===== config.mk =====
export PLATFORM = sky130hd
export DESIGN_NAME = ii_box_sum
export DESIGN_NICKNAME = d
export VERILOG_FILES = /design/src/rtl/ii_box_sum.sv
export SDC_FILE = /design/constraint.sdc
export NUM_CORES = 1
export LEC_CHECK = 0
export ABC_AREA = 1
export CORE_MARGIN = 4
export CORE_UTILIZATION = 30
export CTS_BUF_LIST = sky130_fd_sc_hd__clkbuf_8 sky130_fd_sc_hd__clkbuf_16
export CTS_CLUSTER_SIZE = 14
export DETAILED_ROUTE_END_ITERATION = 6
export GPL_ROUTABILITY_DRIVEN = 1
export SKIP_CTS_REPAIR_TIMING = 1
export SLEW_MARGIN = 5
export SYNTH_ARGS = -nofsm -noshare
export SYNTH_HDL_FRONTEND = slang
export SYNTH_SLANG_ARGS = --single-unit

===== constraint.sdc =====
create_clock -name clk -period 4.3 [get_ports clk]
set_input_delay 1.29 -clock clk [delete_from_list [all_inputs] [get_ports clk]]
set_output_delay 1.29 -clock clk [all_outputs]
set_load 0.005 [all_outputs]

===== src/rtl/ii_box_sum.sv =====
// ii_box_sum: rectangle-sum engine reading four integral-image corners.
// Sum = D - B - C + A, where corners on row -1 or column -1 read as zero.
// Build option: define II_BOX_SUM_BRAM_OREG_EN when the buffer output
// register is enabled (read latency 2, one extra drain cycle).
module ii_box_sum #(
    parameter int unsigned IMG_W  = 160,
    parameter int unsigned IMG_H  = 120,
    parameter int unsigned ADDR_W = 15,
    parameter int unsigned DATA_W = 20
) (
    input  logic              clk,
    input  logic              rst,
    input  logic              req_valid,
    output logic              req_ready,
    input  logic [7:0]        req_x,
    input  logic [6:0]        req_y,
    input  logic [7:0]        req_w,
    input  logic [6:0]        req_h,
    output logic              rd_en,
    output logic [ADDR_W-1:0] rd_addr,
    input  logic [DATA_W-1:0] rd_data,
    output logic              sum_valid,
    output logic [DATA_W-1:0] sum_out,
    output logic              sum_err
);

    localparam logic [2:0] S_IDLE    = 3'd0;
    localparam logic [2:0] S_ISSUE_D = 3'd1;
    localparam logic [2:0] S_ISSUE_B = 3'd2;
    localparam logic [2:0] S_ISSUE_C = 3'd3;
    localparam logic [2:0] S_ISSUE_A = 3'd4;
    localparam logic [2:0] S_DRAIN   = 3'd5;
    localparam logic [2:0] S_DONE    = 3'd6;
`ifdef II_BOX_SUM_BRAM_OREG_EN
    localparam logic [2:0] S_DRAIN2     = 3'd7;
    localparam logic [2:0] S_LAST_DRAIN = S_DRAIN2;
    localparam int unsigned RD_LAT      = 2;
`else
    localparam logic [2:0] S_LAST_DRAIN = S_DRAIN;
    localparam int unsigned RD_LAT      = 1;
`endif

    logic [2:0]        state_q, state_d;
    logic [7:0]        x0_q, x1_q;
    logic [6:0]        y0_q, y1_q;
    logic              err_q;
    logic [DATA_W-1:0] acc_q, acc_d;
    logic [DATA_W-1:0] sum_q;
    logic              sum_err_q;
    logic [RD_LAT-1:0] tag_v_q, tag_v_d;
    logic [RD_LAT-1:0] tag_sub_q, tag_sub_d;

    logic              accept;
    logic              req_err;
    logic              term_on;
    logic              term_sub;
    logic [ADDR_W-1:0] term_addr;

    function automatic logic [ADDR_W-1:0] addr_of(input logic [7:0] col, input logic [6:0] row);
        return ADDR_W'(32'(row) * IMG_W + 32'(col));
    endfunction

    assign req_ready = (state_q == S_IDLE) && !rst;
    assign accept    = req_valid && req_ready;
    assign req_err   = (req_w == '0) || (req_h == '0) ||
                       ((32'(req_x) + 32'(req_w)) > IMG_W) ||
                       ((32'(req_y) + 32'(req_h)) > IMG_H);

    // Fixed-length walk through the four corner reads and the drain cycle(s).
    always_comb begin
        state_d = state_q;
        case (state_q)
            S_IDLE:    if (accept) state_d = S_ISSUE_D;
            S_ISSUE_D: state_d = S_ISSUE_B;
            S_ISSUE_B: state_d = S_ISSUE_C;
            S_ISSUE_C: state_d = S_ISSUE_A;
            S_ISSUE_A: state_d = S_DRAIN;
`ifdef II_BOX_SUM_BRAM_OREG_EN
            S_DRAIN:   state_d = S_DRAIN2;
            S_DRAIN2:  state_d = S_DONE;
`else
            S_DRAIN:   state_d = S_DONE;
`endif
            S_DONE:    state_d = S_IDLE;
            default:   state_d = S_IDLE;
        endcase
    end

    // Corner read issue: a term on row -1 / column -1 (or an error box) is skipped.
    always_comb begin
        term_on   = 1'b0;
        term_sub  = 1'b0;
        term_addr = '0;
        case (state_q)
            S_ISSUE_D: begin
                term_on   = !err_q;
                term_addr = addr_of(x1_q, y1_q);
            end
            S_ISSUE_B: begin
                term_on   = !err_q && (x0_q != '0);
                term_sub  = 1'b1;
                term_addr = addr_of(x0_q - 8'd1, y1_q);
            end
            S_ISSUE_C: begin
                term_on   = !err_q && (y0_q != '0);
                term_sub  = 1'b1;
                term_addr = addr_of(x1_q, y0_q - 7'd1);
            end
            S_ISSUE_A: begin
                term_on   = !err_q && (x0_q != '0) && (y0_q != '0);
                term_addr = addr_of(x0_q - 8'd1, y0_q - 7'd1);
            end
            default: ;
        endcase
    end

    assign rd_en   = term_on;
    assign rd_addr = term_on ? term_addr : '0;

    // Tags travel alongside the buffer latency so returning data is added or subtracted.
    always_comb begin
        tag_v_d   = RD_LAT'({tag_v_q, term_on});
        tag_sub_d = RD_LAT'({tag_sub_q, term_sub});
        acc_d     = acc_q;
        if (accept) begin
            acc_d = '0;
        end else if (tag_v_q[RD_LAT-1]) begin
            acc_d = tag_sub_q[RD_LAT-1] ? (acc_q - rd_data) : (acc_q + rd_data);
        end
    end

    // State, request capture, accumulator and held result registers.
    always_ff @(posedge clk) begin
        if (rst) begin
            state_q   <= S_IDLE;
            x0_q      <= '0;
            x1_q      <= '0;
            y0_q      <= '0;
            y1_q      <= '0;
            err_q     <= 1'b0;
            acc_q     <= '0;
            tag_v_q   <= '0;
            tag_sub_q <= '0;
            sum_q     <= '0;
            sum_err_q <= 1'b0;
        end else begin
            state_q   <= state_d;
            acc_q     <= acc_d;
            tag_v_q   <= tag_v_d;
            tag_sub_q <= tag_sub_d;
            if (accept) begin
                x0_q  <= req_x;
                y0_q  <= req_y;
                x1_q  <= req_x + req_w - 8'd1;
                y1_q  <= req_y + req_h - 7'd1;
                err_q <= req_err;
            end
            // The final term lands in the last drain cycle, so capture acc_d there.
            if (state_q == S_LAST_DRAIN) begin
                sum_q     <= err_q ? '0 : acc_d;
                sum_err_q <= err_q;
            end
        end
    end

    assign sum_valid = (state_q == S_DONE);
    assign sum_out   = sum_q;
    assign sum_err   = sum_err_q;

endmodule


==> impl_metrics.ini <==
[worst_setup_path]
cp-start-kind = register
rr_startpoint = tag_sub_q$_SDFF_PP0_
r2r_end = sum_out[16]$_SDFFE_PP0P_
worstRegToRegCells = 15
cp_max_fo = 4
setup.worst_path.class = register to primary output
required_ns = 3.01
arrival_ns = 3.15
r2r_slack_ns = 1.00
end_kind = primary output

[synthesis]
synth_cell_type_count = 47
ys_ff_latch = 77
synth-seq-area-share = 0.208
synth_fp_nets = 1273
synth_warnings = 0
synthCells = 1122
synthArstFlopShare = 0
synth_ff_type = dfxtp_1
syn_avg_cell_area_um2 = 6.59
synth-edff-count = 0
netlist_area_um2 = 7390

[grt]
grt_max_degree = 52
overflow = 0
grt_pass1_wl_mm = 33.9
antenna_found_initial = 0
grt_pass1_vias = 7003
track_usage = 0.152

[place]
pre_cts_ws_ns = -0.277
hpwl_mm = 16.8
portBuffers = 91
dp.cells = 1593
place.gp.congestion = 0.894

[clocking]
root_buffer = clkbuf_16
h-tree-depth = 3
clock_sinks = 77
clk_pin_slew_ns = 0.06
numCtsBuffers = 9
clock_path_buffers = 2
clock_latency_ns = 0.35
cts_tree = yes

[finish]
layout-drive-gt1-share = 0.182
area_delta_synth_final_pct = 34.7
fin_cells = 1612
antenna_cells = 0
layout.nets = 1435
fin_util = 0.411

[routing]
wl_mm = 20.9
ant_nets = 0
drt_iter0_drc = 384
vias_per_cell = 4.66
drc = 0
drt_first_pass_iters = 4
avgRoutedWirePerCell_um = 13.0
num_vias = 7511

[die]
rows = 57
boundaryPins = 92
start_util = 0.305
dieArea_um2 = 27200
fp.dieW_um = 165
die_h_um = 165
core_um2 = 24200

[job]
max_cap_viol_count = 0

[timing]
max_freq_ghz = 0.225
rsz0062_at_grt = true
worst_slack_ns = -0.138
final_max_slew_viol_count = 0
timing.setup.tns_ns = -0.321
period_needed_ns = 4.44
report.final.hold_viol_count = 0
finalCritPeriodShare = 1.03
setup_viol = 5
finClkSkew_ns = 0.0105
max_slew.worst_pin.slew_ns = 1.02
slew-limit-headroom = 0.320

[outcome]
violations = setup timing
status = finished with violations

[pwr]
power.density_nw_per_um2 = 335
ir_drop_uv = 188
p_leak_nw = 4.62

[min_path]
hold_path_class = register to register
holdPathEnd = sum_out[8]$_SDFFE_PP0P_
min_from = sum_out[8]$_SDFFE_PP0P_
hold-path-cell-count = 2
logic make-up after synthesis:
family | after synthesis | synth area share
compound gates | 237 | 0.177
xor+xnor | 49 | 0.0580
fa+ha+maj | 98 | 0.175
buf+inv | 208 | 0.108
flops | 77 | 0.208
simple gates | 453 | 0.273
critical path, cell delays in order, from the launching register on:
cell,delay (ns)
dfxtp_2,0.33
inv_4,0.09
ha_4,0.19
nand3_4,0.10
xor2_4,0.23
ha_4,0.23
buf_4,0.14
ha_4,0.25
nand2_2,0.06
o21ai_2,0.14
xor2_1,0.18
nand2_1,0.09
o21ai_2,0.09
nand2_1,0.12
nor2_2,0.13
nand2_1,0.06
nand2_1,0.05
nand2_1,0.06
a21oi_2,0.14
buf_2,0.12
placed cells by master (no fill, tap or decap), drive strengths merged, types with 2 or more instances in the layout:
cell,netlist,routed
clkdlybuf4s50,0,81
a22oi,3,3
o21ai,93,93
clkbuf,20,13
nor4,6,6
dfxtp,77,77
a21boi,3,3
nor3b,2,2
o221ai,2,2
xor2,34,34
a21oi,111,111
nor2,108,108
nand3b,5,5
inv,177,178
nand3,79,79
nor3,11,11
dlymetal6s2s,0,3
and2,4,4
a211oi,5,5
bufinv,0,2
o21a,4,4
nand2,201,201
xnor2,15,15
a21o,5,5
or2,18,18
nand4,19,19
o31ai,2,2
a32oi,2,2
ha,89,89
fa,9,9
o21bai,4,4
buf,11,95
routing by layer:
metal / vias to the layer above / track usage / wire [um]
li1: 4009 / - / -
met5: - / 0 / 0
met4: 0 / 0.0329 / 192
met2: 98 / 0.241 / 9390
met3: 15 / 0.0267 / 838
met1: 3389 / 0.216 / 10500
cell type report:
| cell class | count | area (um2) |
|---|---|---|
| inverter | 177 | 669 |
| clock inverter | 5 | 76.3 |
| multi-input combinational | 837 | 5460 |
| tap | 324 | 405 |
| sequential | 77 | 1540 |
| clock buffer | 10 | 239 |
| timing repair buffer | 182 | 1570 |
| fill | 2533 | 14300 |
synth_stat cells (6+ instances only):
| cell type | instances | area, um2 |
|---|---|---|
| nand2_1 | 199 | 747 |
| inv_1 | 171 | 642 |
| a21oi_1 | 106 | 531 |
| nor2_1 | 96 | 360 |
| ha_1 | 89 | 1110 |
| o21ai_0 | 80 | 400 |
| nand3_1 | 78 | 390 |
| dfxtp_1 | 77 | 1540 |
| xor2_1 | 34 | 298 |
| clkbuf_1 | 20 | 75.1 |
| nand4_1 | 19 | 119 |
| or2_2 | 15 | 93.8 |
| xnor2_1 | 15 | 131 |
| nor3_1 | 11 | 55.1 |
| o21ai_1 | 11 | 55.1 |
| nor2_2 | 10 | 62.6 |
| buf_2 | 9 | 45.0 |
| fa_1 | 9 | 180 |
| inv_2 | 6 | 22.5 |
| nor4_1 | 6 | 37.5 |
flip-flops by register name (all words and copies together) (netlist names):
signal     count
tag_v_q        1
y0_q           7
sum_err        1
state_q        3
acc_q         20
sum_out       20
tag_sub_q      1
err_q          1
y1_q           7
x0_q           8
x1_q           8
worst max path at each step:
stage,slack [ns],to,from,depth (start not counted)
floorplan,0.26,rd_addr[12],y0_q[0]$_SDFFE_PP0P_,14
global placement,-0.27,rd_addr[12],y0_q[0]$_SDFFE_PP0P_,16
detailed placement,-0.28,rd_addr[13],y0_q[0]$_SDFFE_PP0P_,15
CTS,-0.66,rd_addr[12],y0_q[0]$_SDFFE_PP0P_,16
global route,-0.39,rd_addr[14],y0_q[0]$_SDFFE_PP0P_,19
finish,-0.14,rd_addr[14],y0_q[0]$_SDFFE_PP0P_,19
power breakdown:
group	switching [mW]	total [mW]	leakage [nW]	internal [mW]
sequential	0.0379	0.804	0.628	0.766
combinational	0.947	1.72	3.84	0.776
clock	0.292	0.809	0.156	0.517
total	1.28	3.34	4.62	2.06
metrics by stage:
stage / hold WS [ns] / instance area [um2] / power, mW
after floorplan: 0.446 / 7390 / 1.78
after global placement: 0.451 / 9230 / 2.28
after detailed placement: 0.459 / 9230 / 2.30
after CTS: 0.469 / 9540 / 3.12
after global routing: 0.489 / 9960 / 3.60
final: 0.467 / 9960 / 3.34
(Power assumes the default switching activity.)
==> RTL edit 1 (config.mk and constraints unchanged) <==
The option `II_BOX_SUM_BRAM_OREG_EN` is turned on by a define.
--- a/src/rtl/ii_box_sum.sv
+++ b/src/rtl/ii_box_sum.sv
@@ -2,6 +2,8 @@
 // Sum = D - B - C + A, where corners on row -1 or column -1 read as zero.
 // Build option: define II_BOX_SUM_BRAM_OREG_EN when the buffer output
 // register is enabled (read latency 2, one extra drain cycle).
+`define II_BOX_SUM_BRAM_OREG_EN
+
 module ii_box_sum #(
     parameter int unsigned IMG_W  = 160,
     parameter int unsigned IMG_H  = 120,
Check against the original RTL: not equivalent (Yosys sat finds a counterexample within 10 cycles, from zero or initial values and one cycle with rst high).
==> RTL edit 1 against the original RTL <==
Area after synthesis decreased by 0.68%; routed wire length is 1.2% higher; count of clock-buffer cells in the layout decreased by 1; final area decreased by 0.48%; non-clock buffer count is 2 lower; cell count increased by 0.19%; power rose by 28%; critical path type unchanged; sequential cell count up 2; via count rose by 2.4%; combinational power increased by 47%; global-route usage rose by 0.32 points; largest cell class unchanged; sequential power rose by 10%; worst setup slack improved by 0.057 ns; the run still ends with negative setup slack left.
==> RTL edit 1: results (changes against the original RTL) <==
grtUsageMet3_pct: 2.52  # was 2.67%
synth_seq_area_share_pct: 21.5  # was 20.8%
area_growth_syn_to_layout_pct: 35.0  # was 34.7%
switching_share_pct: 42.0  # was 38.3%
setup_tns_ns: -0.191  # was -0.321 ns
dp.cells: 1586  # was 1593
wire_per_inst_um: 13.1  # was 13.0 um
relSlewSlack_pct: 53.4  # was 32.0%
whs_ns: 0.400  # was 0.467 ns
placed_area_mm2: 0.00910  # was 0.00923 mm2
violations: "negative setup slack"  # unchanged
dpl.hpwl_mm: 16.8  # about the same
r2r_slack_ns: 1.07  # was 1.00 ns
r2r_start: "tag_sub_q[1]"  # was tag_sub_q
dp_slack_ns: -0.353  # was -0.277 ns
critPathLaunch: "y0_q[1]"  # was y0_q[0]
crit_family: "adder cells"  # was simple AND/OR/NAND/NOR gates
intPower_mw: 2.47  # was 2.06 mW
setup_viol: 4  # was 5
grt_max_degree: 46  # was 52
setup_slack_ns: -0.0807  # was -0.138 ns
drive_gt1_share_pct: 16.2  # was 18.2%
multi_input_area_share_pct: 53.8  # was 54.8%
syn_area_per_cell_um2: 6.53  # was 6.59 um2
via_count: 7693  # was 7511
first_global_vias: 7130  # was 7003
synth_common_cells: "nand2_1 (230), inv_1 (181), nor2_1 (96), nand3_1 (95), a21oi_1 (91)"  # was nand2_1 (199), inv_1 (171), a21oi_1 (106), nor2_1 (96), ha_1 (89)
clock_sinks: 79  # was 77
clock_area_share_pct: 3.31  # was 3.17%
synth_area_mm2: 0.00734  # was 0.00739 mm2
cp_data_arrival_time_ns: 3.09  # was 3.15 ns
pg_clk_mw: 0.852  # was 0.809 mW
run_status: "finished with violations"  # unchanged
drt-total-wl_mm: 21.2  # was 20.9 mm
grt_use_met1_pct: 22.2  # was 21.6%
leakage_nw: 4.74  # was 4.62 nW
==> RTL edit 1: cell count changes after synthesis, sizes merged, moves of 8 or more <==
cell | before | now
a21oi | 111 | 92
inv | 177 | 185
nand2 | 201 | 232
nand3 | 79 | 96
nor2 | 108 | 99
o21ai | 93 | 79
o22ai | 0 | 14
==> RTL edit 1: final timing paths <==
check | to
worst max-delay path | rd_addr[13]
worst min-delay path | tag_v_q[1]
worst max register to register | sum_out[11]
worst min register to register | tag_v_q[1]
==> RTL edit 1: kinds of logic after synthesis <==
group                      synth area share (%)
buffers and inverters                      11.3
AOI/OAI and AO/OA                          15.7
and+or+nand+nor                            28.7
xor gates and xnor gates                   5.25
adders and majority gates                  17.6
DFF                                        21.5
==> RTL edit 1: routing by layer <==
metal	share of wire (%)	vias up
met4	1.8	0
met2	44	172
li1	-	4003
met5	0	-
met1	49	3489
met3	5.3	29
==> RTL edit 1: worst min-delay path: stages (launching register included) <==
cell     delay (ns)
dfxtp_1        0.29
inv_1          0.04
nor2_1         0.03
==> RTL edit 2 (same flow settings) <==
Made on the original files. Put one more register stage on the output `sum_err`, cleared by the reset. The value now appears one clock later. The other outputs are not delayed to match.
--- a/src/rtl/ii_box_sum.sv
+++ b/src/rtl/ii_box_sum.sv
@@ -165,7 +165,13 @@
 
     assign sum_valid = (state_q == S_DONE);
     assign sum_out   = sum_q;
-    assign sum_err   = sum_err_q;
+    always_ff @(posedge clk) begin
+        if (rst) begin
+            sum_err <= '0;
+        end else begin
+            sum_err <= sum_err_q;
+        end
+    end
 
 endmodule
 
Formal check against the unedited RTL: not equivalent (Yosys sat finds a counterexample within 10 cycles, from zero or initial values and one cycle with rst high).
==> RTL edit 2 against the original RTL <==
The run still ends with negative setup slack left; via count down 0.17%; first-iteration DRC count up 0.78%; routed wire length up 0.34%; power down 1.8%; sequential cell count up 1; area after synthesis up 0.30%; final area about the same; maximum frequency down 0.21%; worst setup slack worse by 0.0092 ns; critical path type unchanged; critical endpoint is now rd_addr[13].
==> RTL edit 2: results (changes against the original RTL) <==
run_status: "finished with violations"  # unchanged
violations: "negative setup slack"  # unchanged
met2WireLength_mm: 9.30  # was 9.39 mm
layout.cells.non_filler: 1614  # was 1612
wl_met1_mm: 10.5  # about the same
setup_tns_ns: -0.402  # was -0.321 ns
grt_use_total_pct: 15.2  # about the same
dr.pass1.iters: 5  # was 4
irDropWorstVdd_uv: 164  # was 188 uV
final_nets: 1439  # was 1435
use_met2_pct: 23.9  # was 24.1%
top_layer_used: "met4"  # unchanged
r2r_slack_ns: 1.02  # was 1.00 ns
synthesis.instances: 1123  # was 1122
placed_area_mm2: 0.00924  # was 0.00923 mm2
synth_common_cells: "nand2_1 (199), inv_1 (171), a21oi_1 (105), nor2_1 (97), ha_1 (89)"  # was nand2_1 (199), inv_1 (171), a21oi_1 (106), nor2_1 (96), ha_1 (89)
yosys-top-cells-area: "dfxtp_1 (21%), ha_1 (15%), nand2_1 (10%)"  # unchanged
hold_end: "sum_err"  # was sum_out[8]
whs_ns: 0.436  # was 0.467 ns
slowest_stage: "dfxtp_2"  # unchanged
slowest_delay_ns: 0.33  # about the same
dpl.hpwl_mm: 16.6  # was 16.8 mm
tightest_slew_ns: 0.974  # was 1.02 ns
min_from: "sum_err_q"  # was sum_out[8]
cts_buffers: 9  # unchanged
drive_gt1_share_pct: 17.5  # was 18.2%
cts_max_path_buffers: 2  # unchanged
grt_pass1_wl_mm: 33.9  # about the same
vias_per_cell: 4.65  # was 4.66
drt_iter0_markers: 387  # was 384
leakage_nw: 4.66  # was 4.62 nW
synth_ff_type: "dfxtp_1"  # unchanged
synth_seq_area_share_pct: 21.1  # was 20.8%
routabilityCongestion: 0.877  # was 0.894
post-route-min-period_ns: 4.45  # was 4.44 ns
clock_skew_ns: 0.00693  # was 0.0105 ns
grtUsageMet3_pct: 2.51  # was 2.67%
drt-total-wl_mm: 21.0  # was 20.9 mm
first_global_vias: 6997  # was 7003
dp_slack_ns: -0.438  # was -0.277 ns
grt_max_degree: 70  # was 52
maxSlewViolCount: 0  # unchanged
crit_family: "simple AND/OR/NAND/NOR gates"  # unchanged
grt_use_met1_pct: 21.7  # was 21.6%
setup_slack_ns: -0.147  # was -0.138 ns
crit_end: "rd_addr[13]"  # was rd_addr[14]
dr_wl_met3_um: 877  # was 838 um
r2r-end: "sum_out[16]"  # unchanged
cp_max_fo: 5  # was 4
setup_viol: 4  # was 5
power.switching_mw: 1.29  # was 1.28 mW
syn_nets: 1274  # was 1273
cp_data_arrival_time_ns: 3.16  # was 3.15 ns
RTL edit 2: layout make-up:
class	count	area (um2)
inverters	177	669
repair buffers	185	1600
flip-flops and latches	78	1560
fillers	2507	14400
clock inverters	2	10.0
clock buffers	11	253
well taps	324	405
multi-input cells	837	5460
RTL edit 2: cells by family after synthesis:
group | count (synthesis) | share of synthesized area (%)
AO/OA/AOI/OAI | 236 | 17.6
XOR/XNOR | 50 | 5.91
adder cells (fa/ha/maj) | 98 | 17.4
buffers and inverters | 208 | 10.8
flip-flops | 78 | 21.1
AND/OR/NAND/NOR | 453 | 27.2
RTL edit 2: power by group through the flow:
stage                     sequential, mW  combinational (mW)  clock, mW
after floorplan                    0.816               0.979          0
after global placement             0.826                1.48          0
after detailed placement           0.826                1.49          0
after CTS                          0.811                1.51      0.711
after global routing               0.820                1.98      0.741
final                              0.814                1.77      0.693
